**src/rtl/int_sop_n_dspchain.sv**
```systemverilog
// rtl/int_sop_n_dspchain.sv - N-lane sum-of-products DSP slice with cascade chain and counted accumulate
// Ports: clk; reset (async, active-low); in_valid qualifies x, y, mode_sigs;
//   mode_sigs[0] signed operands, [1] accumulate enable, [2] chainin enable;
//   x/y packed lane operands (lane i at [i*AW +: AW] / [i*BW +: BW]); chainin cascade input;
//   out_valid, result (registered sum), chainout (= result), acc_done (last sample of a window).
// Optional: SOP_SATURATE_EN clamps the S3 sum to the signed/unsigned CW range instead of wrapping.
module int_sop_n_dspchain #(
    parameter int N_PROD  = 2,
    parameter int AW      = 18,
    parameter int BW      = 19,
    parameter int CW      = 37,
    parameter int ACC_LEN = 4
) (
    input  logic                 clk,
    input  logic                 reset,
    input  logic                 in_valid,
    input  logic [2:0]           mode_sigs,
    input  logic [N_PROD*AW-1:0] x,
    input  logic [N_PROD*BW-1:0] y,
    input  logic [CW-1:0]        chainin,
    output logic                 out_valid,
    output logic [CW-1:0]        result,
    output logic [CW-1:0]        chainout,
    output logic                 acc_done
);
    localparam int CNTW = $clog2(ACC_LEN);

    // S1: input capture; data loads every cycle, the valid bit qualifies it
    logic                 r1_valid;
    logic [2:0]           r1_mode;
    logic [N_PROD*AW-1:0] r1_x;
    logic [N_PROD*BW-1:0] r1_y;

    always_ff @(posedge clk or negedge reset) begin
        if (!reset) begin
            r1_valid <= 1'b0;
            r1_mode  <= '0;
            r1_x     <= '0;
            r1_y     <= '0;
        end else begin
            r1_valid <= in_valid;
            r1_mode  <= mode_sigs;
            r1_x     <= x;
            r1_y     <= y;
        end
    end

    // S2: per-lane products. Operands are extended to CW (sign or zero) so the
    // low CW bits of the product are the exact product for either signedness.
    logic [CW-1:0] w_prod [N_PROD];

    for (genvar g = 0; g < N_PROD; g++) begin : g_lane
        logic [AW-1:0] w_xl;
        logic [BW-1:0] w_yl;
        logic [CW-1:0] w_xe;
        logic [CW-1:0] w_ye;
        assign w_xl      = r1_x[g*AW +: AW];
        assign w_yl      = r1_y[g*BW +: BW];
        assign w_xe      = {{(CW-AW){r1_mode[0] & w_xl[AW-1]}}, w_xl};
        assign w_ye      = {{(CW-BW){r1_mode[0] & w_yl[BW-1]}}, w_yl};
        assign w_prod[g] = w_xe * w_ye;
    end

    logic          r2_valid;
    logic          r2_acc_en;
    logic          r2_chain_en;
    logic [CW-1:0] r2_p [N_PROD];
`ifdef SOP_SATURATE_EN
    logic          r2_sgn;
`endif

    always_ff @(posedge clk or negedge reset) begin
        if (!reset) begin
            r2_valid    <= 1'b0;
            r2_acc_en   <= 1'b0;
            r2_chain_en <= 1'b0;
`ifdef SOP_SATURATE_EN
            r2_sgn      <= 1'b0;
`endif
            for (int i = 0; i < N_PROD; i++) begin
                r2_p[i] <= '0;
            end
        end else begin
            r2_valid    <= r1_valid;
            r2_acc_en   <= r1_mode[1];
            r2_chain_en <= r1_mode[2];
`ifdef SOP_SATURATE_EN
            r2_sgn      <= r1_mode[0];
`endif
            for (int i = 0; i < N_PROD; i++) begin
                r2_p[i] <= w_prod[i];
            end
        end
    end

    // S3: sum of products plus optional chainin (taken live, aligned with an
    // upstream slice's result register) plus optional accumulator.
    logic [CW-1:0]   r_acc;
    logic [CNTW-1:0] r_cnt;
    logic [CW-1:0]   w_sum;

`ifdef SOP_SATURATE_EN
    localparam int GW = CW + $clog2(N_PROD + 2) + 1;
    logic [GW-1:0] w_wide;

    function automatic logic [GW-1:0] f_ext(input logic [CW-1:0] v, input logic s);
        return {{(GW-CW){s & v[CW-1]}}, v};
    endfunction

    always_comb begin
        w_wide = '0;
        for (int i = 0; i < N_PROD; i++) begin
            w_wide = w_wide + f_ext(r2_p[i], r2_sgn);
        end
        if (r2_chain_en) w_wide = w_wide + f_ext(chainin, r2_sgn);
        if (r2_acc_en)   w_wide = w_wide + f_ext(r_acc, r2_sgn);
        w_sum = w_wide[CW-1:0];
        if (r2_sgn) begin
            // out of range when the guard bits are not all copies of the sign
            if (w_wide[GW-1:CW-1] != {(GW-CW+1){w_wide[GW-1]}}) begin
                w_sum = w_wide[GW-1] ? {1'b1, {(CW-1){1'b0}}} : {1'b0, {(CW-1){1'b1}}};
            end
        end else if (w_wide[GW-1:CW] != '0) begin
            w_sum = '1;
        end
    end
`else
    always_comb begin
        w_sum = '0;
        for (int i = 0; i < N_PROD; i++) begin
            w_sum = w_sum + r2_p[i];
        end
        if (r2_chain_en) w_sum = w_sum + chainin;
        if (r2_acc_en)   w_sum = w_sum + r_acc;
    end
`endif

    logic          r_out_valid;
    logic          r_acc_done;
    logic [CW-1:0] r_result;

    always_ff @(posedge clk or negedge reset) begin
        if (!reset) begin
            r_out_valid <= 1'b0;
            r_acc_done  <= 1'b0;
            r_result    <= '0;
            r_acc       <= '0;
            r_cnt       <= '0;
        end else if (!r2_valid) begin
            r_out_valid <= 1'b0;
            r_acc_done  <= 1'b0;
        end else if (!r2_acc_en) begin
            // a plain sample also abandons any partial window
            r_result    <= w_sum;
            r_out_valid <= 1'b1;
            r_acc_done  <= 1'b0;
            r_acc       <= '0;
            r_cnt       <= '0;
        end else if (r_cnt == CNTW'(ACC_LEN - 1)) begin
            r_result    <= w_sum;
            r_out_valid <= 1'b1;
            r_acc_done  <= 1'b1;
            r_acc       <= '0;
            r_cnt       <= '0;
        end else begin
            r_acc       <= w_sum;
            r_cnt       <= r_cnt + 1'b1;
            r_out_valid <= 1'b0;
            r_acc_done  <= 1'b0;
        end
    end

    assign out_valid = r_out_valid;
    assign acc_done  = r_acc_done;
    assign result    = r_result;
    assign chainout  = r_result;

endmodule

```
**config.mk**
```make
export PLATFORM = sky130hd
export DESIGN_NAME = int_sop_n_dspchain
export DESIGN_NICKNAME = d
export VERILOG_FILES = /design/src/rtl/int_sop_n_dspchain.sv
export SDC_FILE = /design/constraint.sdc
export NUM_CORES = 2
export LEC_CHECK = 0
export ABC_AREA = 1
export BUFFER_PORTS_ARGS = -buffer_cell sky130_fd_sc_hd__buf_4
export CORE_MARGIN = 2
export CORE_UTILIZATION = 35
export CTS_BUF_LIST = sky130_fd_sc_hd__clkbuf_16
export DETAILED_ROUTE_END_ITERATION = 7
export PLACE_DENSITY_LB_ADDON = 0.25
export SETUP_SLACK_MARGIN = 0.3
export SLEW_MARGIN = 10
export SYNTH_ARGS = -nofsm -noshare
export SYNTH_HDL_FRONTEND = slang
export SYNTH_SLANG_ARGS = --single-unit
```
**constraint.sdc**
```tcl
create_clock -name clk -period 9 [get_ports clk]
set_input_delay 1.8 -clock clk [delete_from_list [all_inputs] [get_ports clk]]
set_output_delay 1.8 -clock clk [all_outputs]
set_load 0.03 [all_outputs]
```
==> run metrics <==
fin crit share 77.59%; number of synthesized flops with an enable pin 0; CP Class flip-flop to flip-flop; Antenna diodes 0; Reg-to-Reg Start r1_y[37]; cell row count 128; worst-path cell chain nand2_1 -> inv_2 -> nand2_1 -> inv_1 -> fa_1 -> inv_1 -> fa_1 -> fa_1 -> fa_1 -> fa_1 -> inv_1 -> fa_1 -> ha_1 -> ha_1 -> nand2_1 -> nor4_1 -> nand3_1 -> nand3_1 -> nand2_1 -> o211ai_1 -> a21oi_1 -> xnor2_1; most used cell, CP fa_1; Avg Cell Area, Syn ~7.9 µm²; CP Capture Type flip-flop; drt wl/cell between 15 and 20 µm; I/O Buffers 192; CTS Buf Count 36; leading area contributor after synthesis fa_1; PostCTS Resize Cnt 0; final hold violations 0; WP data required 9.46 ns; router iterations before antenna repair 6; commonest cells after routing, fill and taps aside 1422 x nand2_1, 1231 x inv_1, 747 x fa_1, 329 x ha_1, 260 x nor2_1; clk buf depth 3; final wirelength 130200 µm; flops & latches, synth 233; final setup fails 0; Max Slew Vio Count 0; share of the synthesized area in the top cell type 34.82%; largest family of logic cells by synthesized area adder cells; commonest non-fill, non-tap cell in the layout nand2_1; flop-to-flop setup slack 2.02 ns; H-Tree Depth 2; Max Cap Viol 0; die height approximately 350 µm; Post-Synth Adder-Cell Area between 40 and 50%; Final ANT Viol Nets 0; first-pass GRT wire length 206400 µm; clock latency on the worst-skew pair 0.60 ns; Setup TNS 0 ns; largest net degree at the start of global routing 106; Data arrival, critical path 7.44 ns; CTS tree built; CTS Hold Bufs 0; crit path launch type flip-flop; sequential cell area fraction in the yosys report 13.58%; I/O pin count 193; Max Fanout on Critical Path 19; cells on worst reg2reg path 22; mapped cell area 42950 µm²; Layout area overhead 9.541%; die area about 130000 µm²; die outline width 354.3 µm; GP Congestion 1.001; post-route cell area between 40000 and 50000 µm²; yosys warns 0; dpl hpwl 106100 µm; top post-synthesis cells by area fa_1 35%, dfrtp_1 14%, nand2_1 12%; delay of the slowest cell on the worst path approximately 0.77 ns; initial antenna violation count 1; Post-Synth XOR/XNOR Area 3.018%; Synth cell types 57; outcome complete, no violations; Synth Instances 5418; Worst-path clk slew 0.06 ns; Hold Crit Class flip-flop to flip-flop; WHS Endpoint r2_acc_en; Hold Path Stages 0; Placed Area 45840 µm²; Top delay family on crit path adder cells; CP max-delay cell dfrtp_1; ys async rst share 100.0%; worst reg2reg path endpoint r2_p[36]; drt drc 0; GRT overflow 0; clock sink total 233; Core Box Area around 120000 µm²; Root Buffer clkbuf_16; Starting Density a little over a third; post-route minimum period 6.983 ns; Mapped Nets 6611; Relative slew margins a little under a quarter; RSZ-0062 raised after global routing false; initial DRC count ~2300; Fmax 143.2 MHz; post-CTS setup buffers 0; simple-gate share of the synthesized area between 10% and 20%; vias around 35000; nets 6675; Total Routing Usage GR 21.19%; vias per inst just under 5; worst path buffer plus inverter count 4; layout cell share with drive strength beyond 1 7.625%; Hold Path Origin r1_mode[1]; Synth Area in Compound Gates 6.284%; vias in the first global route 36556; Least-Margin Pin Slew 1.139 ns; multiplexer share of the synthesized area 0%; ys flop type dfrtp_1; clock skew 0.03556 ns
==> metrics by stage <==
| step | cells | util (%) | hold WS [ns] | setup slack, ns |
|---|---|---|---|---|
| 3_3_place_gp | 7069 | 37.66 | 0.3352 | 2.182 |
| 3_5_place_dp | 7069 | 37.66 | 0.3358 | 2.074 |
| 6_report | 7133 | 38.65 | 0.3451 | 2.017 |
| 2_1_floorplan | 5418 | - | 0.3312 | 2.933 |
| 4_1_cts | 7133 | 38.65 | 0.3462 | 2.004 |
| 5_1_grt | 7133 | 38.65 | 0.3575 | 1.470 |
==> flip-flops by register name, indices dropped and copies added, names as in the netlist <==
signal,cells
r2_p,74
r1_y,38
chainout,37
r_acc,37
r1_x,36
r1_mode,3
r_cnt,2
acc_done,1
out_valid,1
r1_valid,1
r2_acc_en,1
r2_chain_en,1
r2_valid,1
==> Yosys cell counts, types with 5 or more instances <==
cell	n
a21o_1	30
a21oi_1	199
a21oi_2	11
a31oi_1	12
and2_1	8
buf_1	15
buf_2	8
buf_4	42
clkbuf_1	153
dfrtp_1	233
fa_1	747
ha_1	329
inv_1	1228
inv_2	8
nand2_1	1422
nand2_2	19
nand3_1	173
nand3_2	6
nand3b_1	15
nand4_1	39
nor2_1	260
nor2_2	7
nor3_1	26
nor3_2	8
nor4_1	5
o211ai_1	7
o21ai_0	132
o21ai_1	21
o21ai_2	6
o21bai_1	26
or2_1	6
or2_2	39
xnor2_1	57
xor2_1	78
xor2_2	6
==> how the worst max path moves through the flow <==
stage / start / to / slack [ns] / cells after the start
3_5_place_dp: r1_y[37] / r2_p[36] / 2.07 / 22
3_3_place_gp: r1_y[37] / r2_p[36] / 2.18 / 22
6_report: r1_y[37] / r2_p[36] / 2.02 / 22
2_1_floorplan: r1_y[37] / r2_p[36] / 2.93 / 24
4_1_cts: r1_y[37] / r2_p[36] / 2.00 / 22
5_1_grt: r1_y[37] / r2_p[34] / 1.47 / 23
==> cell type report <==
cell class | instances | area [µm²]
flip-flops and latches | 233 | 5832
well taps | 1625 | 2033
clock inverters | 28 | 302.8
fillers | 12731 | 74670
multi-input cells | 3730 | 31480
clock buffers | 36 | 900.9
inverters | 1236 | 4639
repair buffers | 245 | 1859
==> routing by layer <==
layer | part of all wire [%] | GRT usage (%) | vias to the layer above
met3 | 5.3 | 2.622 | 193
li1 | - | - | 16211
met2 | 50 | 37.39 | 943
met4 | 3.5 | 7.025 | 2
met1 | 41 | 26.81 | 17179
met5 | 0.0038 | 0 | -
==> worst register-to-register path: stages, from the launching register on <==
cell      delay, ns
dfrtp_1        0.77
nand2_1        0.44
inv_2          0.24
nand2_1        0.12
inv_1          0.17
fa_1           0.51
inv_1          0.18
fa_1           0.46
fa_1           0.50
fa_1           0.54
fa_1           0.50
inv_1          0.05
fa_1           0.43
ha_1           0.30
ha_1           0.36
nand2_1        0.15
nor4_1         0.40
nand3_1        0.12
nand3_1        0.17
nand2_1        0.08
o211ai_1       0.14
a21oi_1        0.13
xnor2_1        0.14
==> logic make-up after synthesis <==
| group | after synthesis |
|---|---|
| compound gates | 471 |
| flops | 233 |
| fa+ha+maj | 1076 |
| xor+xnor | 142 |
| simple gates | 2041 |
| buf+inv | 1455 |
Power is not shown: default switching activity piles up to over one toggle a cycle in this logic, so the estimate is an artifact.
